==> config.mk <==
export PLATFORM = sky130hd
export DESIGN_NAME = asyc_fifo_read_ctrl_flat
export DESIGN_NICKNAME = d
export VERILOG_FILES = /design/src/rtl/asyc_fifo_read_ctrl_if.sv /design/src/rtl/asyc_fifo_read_ctrl.sv /design/src/flat_wrapper.sv
export SDC_FILE = /design/constraint.sdc
export NUM_CORES = 1
export LEC_CHECK = 0
export CORE_MARGIN = 4
export CORE_UTILIZATION = 35
export CTS_CLUSTER_SIZE = 30
export DETAILED_ROUTE_END_ITERATION = 10
export PLACE_DENSITY_LB_ADDON = 0.08
export SLEW_MARGIN = 20
export SYNTH_ARGS = -nofsm -noshare
export SYNTH_HDL_FRONTEND = slang
export SYNTH_SLANG_ARGS = --single-unit
==> constraint.sdc <==
create_clock -name read_clk -period 2.26 [get_ports read_clk]
set_input_delay 0.452 -clock read_clk [delete_from_list [all_inputs] [get_ports read_clk]]
set_output_delay 0.452 -clock read_clk [all_outputs]
set_load 0.1 [all_outputs]
==> src/rtl/asyc_fifo_read_ctrl_if.sv <==
`default_nettype none
// ============================================================================
// Module   : asyc_fifo_read_ctrl_if
// Brief    : Bundle between the async FIFO read controller and its consumer.
//            Level signals exist only when ASYC_FIFO_RD_LEVEL_EN is defined.
// Revision : 1.0 - initial release
// ============================================================================
interface asyc_fifo_read_ctrl_if #(
    parameter int ADDR_WIDTH = 6
);
    logic                  read_ena;
    logic [ADDR_WIDTH:0]   write_ptr_gray;
    logic [ADDR_WIDTH-1:0] read_addr;
    logic [ADDR_WIDTH:0]   read_ptr_gray;
    logic                  read_empty;
`ifdef ASYC_FIFO_RD_LEVEL_EN
    logic [ADDR_WIDTH:0]   read_level;
    logic                  read_almost_empty;

    modport master (
        output read_ena, write_ptr_gray,
        input  read_addr, read_ptr_gray, read_empty, read_level, read_almost_empty
    );
    modport slave (
        input  read_ena, write_ptr_gray,
        output read_addr, read_ptr_gray, read_empty, read_level, read_almost_empty
    );
`else
    modport master (
        output read_ena, write_ptr_gray,
        input  read_addr, read_ptr_gray, read_empty
    );
    modport slave (
        input  read_ena, write_ptr_gray,
        output read_addr, read_ptr_gray, read_empty
    );
`endif
endinterface
`default_nettype wire

==> src/rtl/asyc_fifo_read_ctrl.sv <==
`default_nettype none
// ============================================================================
// Module   : asyc_fifo_read_ctrl
// Brief    : Read-domain controller of the async FIFO: read pointer, Gray
//            write-pointer synchroniser and registered empty flag.
//            Optional level / almost-empty under ASYC_FIFO_RD_LEVEL_EN.
// Revision : 1.0 - initial release
// ============================================================================
module asyc_fifo_read_ctrl #(
    parameter int ADDR_WIDTH  = 6,
    parameter int SYNC_STAGES = 2
`ifdef ASYC_FIFO_RD_LEVEL_EN
    ,
    parameter int ALMOST_EMPTY_THRESH = 4
`endif
) (
    input  wire logic            read_clk,
    input  wire logic            read_rst_n,
    asyc_fifo_read_ctrl_if.slave rd_if
);
    localparam int c_PW = ADDR_WIDTH + 1;

    logic [c_PW-1:0]                  r_rptr_bin;
    logic [c_PW-1:0]                  r_rptr_gray;
    logic                             r_empty;
    logic [SYNC_STAGES-1:0][c_PW-1:0] r_sync;

    logic            w_pop;
    logic [c_PW-1:0] w_rptr_bin_next;
    logic [c_PW-1:0] w_rptr_gray_next;
    logic [c_PW-1:0] w_wptr_gray_sync;

    always_comb begin
        w_pop            = rd_if.read_ena && !r_empty;
        w_rptr_bin_next  = r_rptr_bin + c_PW'(w_pop);
        w_rptr_gray_next = w_rptr_bin_next ^ (w_rptr_bin_next >> 1);
    end

    assign w_wptr_gray_sync = r_sync[SYNC_STAGES-1];

    // Empty compares the full wrap-bit Gray pointers, so laps never alias.
    always_ff @(posedge read_clk or negedge read_rst_n) begin
        if (!read_rst_n) begin
            r_sync      <= '0;
            r_rptr_bin  <= '0;
            r_rptr_gray <= '0;
            r_empty     <= 1'b1;
        end else begin
            r_sync      <= {r_sync[SYNC_STAGES-2:0], rd_if.write_ptr_gray};
            r_rptr_bin  <= w_rptr_bin_next;
            r_rptr_gray <= w_rptr_gray_next;
            r_empty     <= (w_rptr_gray_next == w_wptr_gray_sync);
        end
    end

    assign rd_if.read_addr     = r_rptr_bin[ADDR_WIDTH-1:0];
    assign rd_if.read_ptr_gray = r_rptr_gray;
    assign rd_if.read_empty    = r_empty;

`ifdef ASYC_FIFO_RD_LEVEL_EN
    localparam logic [c_PW-1:0] c_THRESH = c_PW'(ALMOST_EMPTY_THRESH);

    logic [c_PW-1:0] w_wptr_bin_sync;
    logic [c_PW-1:0] w_level_next;
    logic [c_PW-1:0] r_level;
    logic            r_almost_empty;

    always_comb begin
        w_wptr_bin_sync         = '0;
        w_wptr_bin_sync[c_PW-1] = w_wptr_gray_sync[c_PW-1];
        for (int i = c_PW - 2; i >= 0; i--) begin
            w_wptr_bin_sync[i] = w_wptr_bin_sync[i+1] ^ w_wptr_gray_sync[i];
        end
        w_level_next = w_wptr_bin_sync - w_rptr_bin_next;
    end

    always_ff @(posedge read_clk or negedge read_rst_n) begin
        if (!read_rst_n) begin
            r_level        <= '0;
            r_almost_empty <= 1'b1;
        end else begin
            r_level        <= w_level_next;
            r_almost_empty <= (w_level_next <= c_THRESH);
        end
    end

    assign rd_if.read_level        = r_level;
    assign rd_if.read_almost_empty = r_almost_empty;
`endif

endmodule
`default_nettype wire

==> src/flat_wrapper.sv <==
// flat-port wrapper written by rule: the top's interface ports become plain ports
module asyc_fifo_read_ctrl_flat 
#(
    parameter int ADDR_WIDTH  = 6,
    parameter int SYNC_STAGES = 2

)
  (read_clk, read_rst_n, rd_if_read_ena, rd_if_write_ptr_gray, rd_if_read_addr, rd_if_read_ptr_gray, rd_if_read_empty);
  asyc_fifo_read_ctrl_if #(.ADDR_WIDTH(ADDR_WIDTH)) rd_if_i ();
  input  wire logic read_clk;
  input  wire logic read_rst_n;
  input wire logic [$bits(rd_if_i.read_ena)-1:0] rd_if_read_ena;
  input wire logic [$bits(rd_if_i.write_ptr_gray)-1:0] rd_if_write_ptr_gray;
  output wire logic [$bits(rd_if_i.read_addr)-1:0] rd_if_read_addr;
  output wire logic [$bits(rd_if_i.read_ptr_gray)-1:0] rd_if_read_ptr_gray;
  output wire logic [$bits(rd_if_i.read_empty)-1:0] rd_if_read_empty;
  assign rd_if_i.read_ena = rd_if_read_ena;
  assign rd_if_i.write_ptr_gray = rd_if_write_ptr_gray;
  assign rd_if_read_addr = rd_if_i.read_addr;
  assign rd_if_read_ptr_gray = rd_if_i.read_ptr_gray;
  assign rd_if_read_empty = rd_if_i.read_empty;
  asyc_fifo_read_ctrl #(.ADDR_WIDTH(ADDR_WIDTH), .SYNC_STAGES(SYNC_STAGES)) u_core (.read_clk(read_clk), .read_rst_n(read_rst_n), .rd_if(rd_if_i));
endmodule
==> impl_metrics.ini <==
[sta]
final-max-slew-violation-count = 0
setup_viol_count_final = 0
final_min_period_ps = 2100
hold_slack_ps = 367
clock.fmax_mhz = 476
final_skew_ps = 1.53
max_slew_margin_pct = 66.1
rsz0062_at_grt = false
final_hold_viol_count = 0
layout_worst_path_cycle_share_pct = 93.0
max_slew.worst_pin.slew_ps = 508

[routing]
route.top_layer_used = met4
drt_first_pass_iters = 4
met3RoutedLength_um = 126
vias = 702
route.antenna.remaining_nets = 0
post-route-drc-count = 0
drt_iter0_markers = 16
routed_wirelength_um = 1890
wl_per_cell_um = 11.7
via_per_inst = 4.36
met2_wirelength_um = 877
route.layer.met1.wl_um = 859

[grt]
grt_pass1_wl_um = 3220
grt_remaining_overflow = 0
globalRouteTotalUtil_pct = 9.77
grt_pass1_vias = 668
pin_count_of_the_biggest_net_entering_global_routing = 29
antenna_found_initial = 0

[clocking]
tritoncts = done
tritoncts_num_sinks = 28
ctsHtreeMaxLevel = 1
post_cts_resize_count = 0
cts_buffer_depth = 2
cts_root_buffer_type = sky130_fd_sc_hd__clkbuf_4
num_cts_buffers = 3
worst_skew_pair.late_latency_ps = 320
cts.hold.buffers_added = 0
cts_post_setup_buffers_inserted = 0
clock_pin_slew_worst_setup_and_hold_paths_ps = 140

[die]
rows = 21
die_y_um = 67.6
ioPinCount = 24
start_util_pct = 36.6
die_area_sq_mm = 0.00456
floorplan.die.width_um = 67.6
fp.coreArea_sq_mm = 0.00339

[setup_path]
reg2reg_setup_slack_ps = 160
setup.worst_path.class = in2reg
critical_path.startpoint_type = input port
worstRegToRegCells = 7
crit_path_start = rd_if_read_ena
r2r-end = u_core.rd_if.read_empty$_DFF_PN1_
critPathArrivalTime_ps = 2340
worst_setup_path_endpoint = u_core.rd_if.read_empty$_DFF_PN1_
worstPathRequired_ps = 2500
crit_path_end_kind = register
cp_max_fo = 7
crit-reg2reg-launch = u_core.rd_if.read_empty$_DFF_PN1_

[synth]
syn-instance-count = 86
synth_flop_cell = sky130_fd_sc_hd__dfrtp_1
synth_largest_area_cell = sky130_fd_sc_hd__dfrtp_1
mappedNetlistNets = 98
list_of_most_frequent_post_synthesis_cells = sky130_fd_sc_hd__dfrtp_1, sky130_fd_sc_hd__xor2_1, sky130_fd_sc_hd__nand2_1
synth_top_area_cells = sky130_fd_sc_hd__dfrtp_1, sky130_fd_sc_hd__xor2_1, sky130_fd_sc_hd__xnor3_1
synth.most_common_cell = sky130_fd_sc_hd__dfrtp_1
sequential_share_of_the_synthesized_area_pct = 56.6
synth_seq_cells = 28
total_number_of_yosys_warnings = 0
synth-edff-count = 0
async_reset_ff_share_pct = 100
syn-mean-instance-area_sq_um = 14.4
yosys.cell_types.count = 36
area_share_of_the_largest_cell_type_after_synthesis_pct = 54.4
mappedNetlistArea_sq_mm = 0.00124

[layout]
final_net_count = 128
layout-drive-gt1-share_pct = 33.0
num_antenna_cells = 0
layout.filler_cells = 307
synthToLayoutAreaGrowth_pct = 26.2
multi_input_gate_area_sq_um = 489
sequential_cell_area_sq_um = 707

[place]
detailed_place_hpwl_um = 1390
port-buffer-count = 23
globalplace.congestion = 0.776

[flow_run]
maxCapViolCount = 0

[outcome]
run_status = complete, no violations

[worst_hold_path]
timing.hold.worst.class = reg2reg
min-delay-start = u_core.r_sync[2]$_DFF_PN0_
## layout by cell type, fill, tap and decap left out, types with 2 or more instances in the layout
cell type	count
sky130_fd_sc_hd__buf_4	19
sky130_fd_sc_hd__xor2_2	2
sky130_fd_sc_hd__xnor2_1	5
sky130_fd_sc_hd__nand2_1	6
sky130_fd_sc_hd__nor2_1	2
sky130_fd_sc_hd__dfrtp_1	26
sky130_fd_sc_hd__xnor3_1	2
sky130_fd_sc_hd__clkdlybuf4s50_1	9
sky130_fd_sc_hd__buf_12	2
sky130_fd_sc_hd__clkbuf_4	3
sky130_fd_sc_hd__nand3_1	2
sky130_fd_sc_hd__xor2_1	7
sky130_fd_sc_hd__ha_1	2
sky130_fd_sc_hd__nand4b_1	2
## cell families after synthesis
logic type,synth area share (%)
AND/OR/NAND/NOR,13.1
XOR/XNOR,18.5
AO/OA/AOI/OAI,4.74
flip-flops,56.6
multiplexers,0.806
adder cells (fa/ha/maj),2.02
buffers and inverters,4.23
## through the flow
| stage | utilization [%] | setup TNS (ps) | area, sq um | worst slack, ps | cells |
|---|---|---|---|---|---|
| after floorplan | - | 0 | 1250 | 10.4 | 86 |
| after CTS | 46.2 | 0 | 1570 | 147 | 161 |
| final | 46.2 | 0 | 1570 | 158 | 161 |
| after global placement | 45.1 | -187 | 1530 | -132 | 157 |
| after global routing | 46.2 | 0 | 1570 | 9.33 | 161 |
| after detailed placement | 45.1 | -267 | 1530 | -153 | 157 |
## state kept, by name (all words and copies together), names as in the netlist
register / cells
u_core.w_wptr_gray_sync: 7
u_core.rd_if.read_empty: 1
u_core.r_rptr_bin: 7
u_core.r_sync: 7
u_core.rd_if.read_ptr_gray: 6
## how the worst min path moves through the flow
stage	end	slack (ps)	cells after the start
3_5_place_dp	u_core.w_wptr_gray_sync[1]$_DFF_PN0_	340	0
3_3_place_gp	u_core.w_wptr_gray_sync[2]$_DFF_PN0_	330	0
6_report	u_core.w_wptr_gray_sync[2]$_DFF_PN0_	370	0
2_1_floorplan	u_core.r_rptr_bin[0]$_DFF_PN0_	160	0
4_1_cts	u_core.w_wptr_gray_sync[1]$_DFF_PN0_	370	0
5_1_grt	u_core.w_wptr_gray_sync[2]$_DFF_PN0_	380	0
## cell type report
cell class,instances,area share (%)
multi-input combinational,52,31.2
sequential,28,45.1
inverter,1,0.240
clock buffer,4,2.32
timing repair buffer,30,17.4
tap,46,3.67
## worst max-delay path, cell delays in order
cell and delay (ps):
sky130_fd_sc_hd__clkdlybuf4s50_1 400, sky130_fd_sc_hd__nor2b_2 160, sky130_fd_sc_hd__ha_1 260, sky130_fd_sc_hd__or3b_1 390, sky130_fd_sc_hd__nand4_2 110, sky130_fd_sc_hd__xor2_2 200
sky130_fd_sc_hd__xor2_1 110, sky130_fd_sc_hd__nor4_2 260
## layer usage
metal  track usage (%)  vias up
met5                 0        -
met4              3.80        0
met3              4.33        2
met2              14.3       17
met1              12.6      335
li1                  -      348
Power is left out: the tool's default activity adds up to more than one toggle a clock period on the data nets, which glitch-free logic cannot reach.
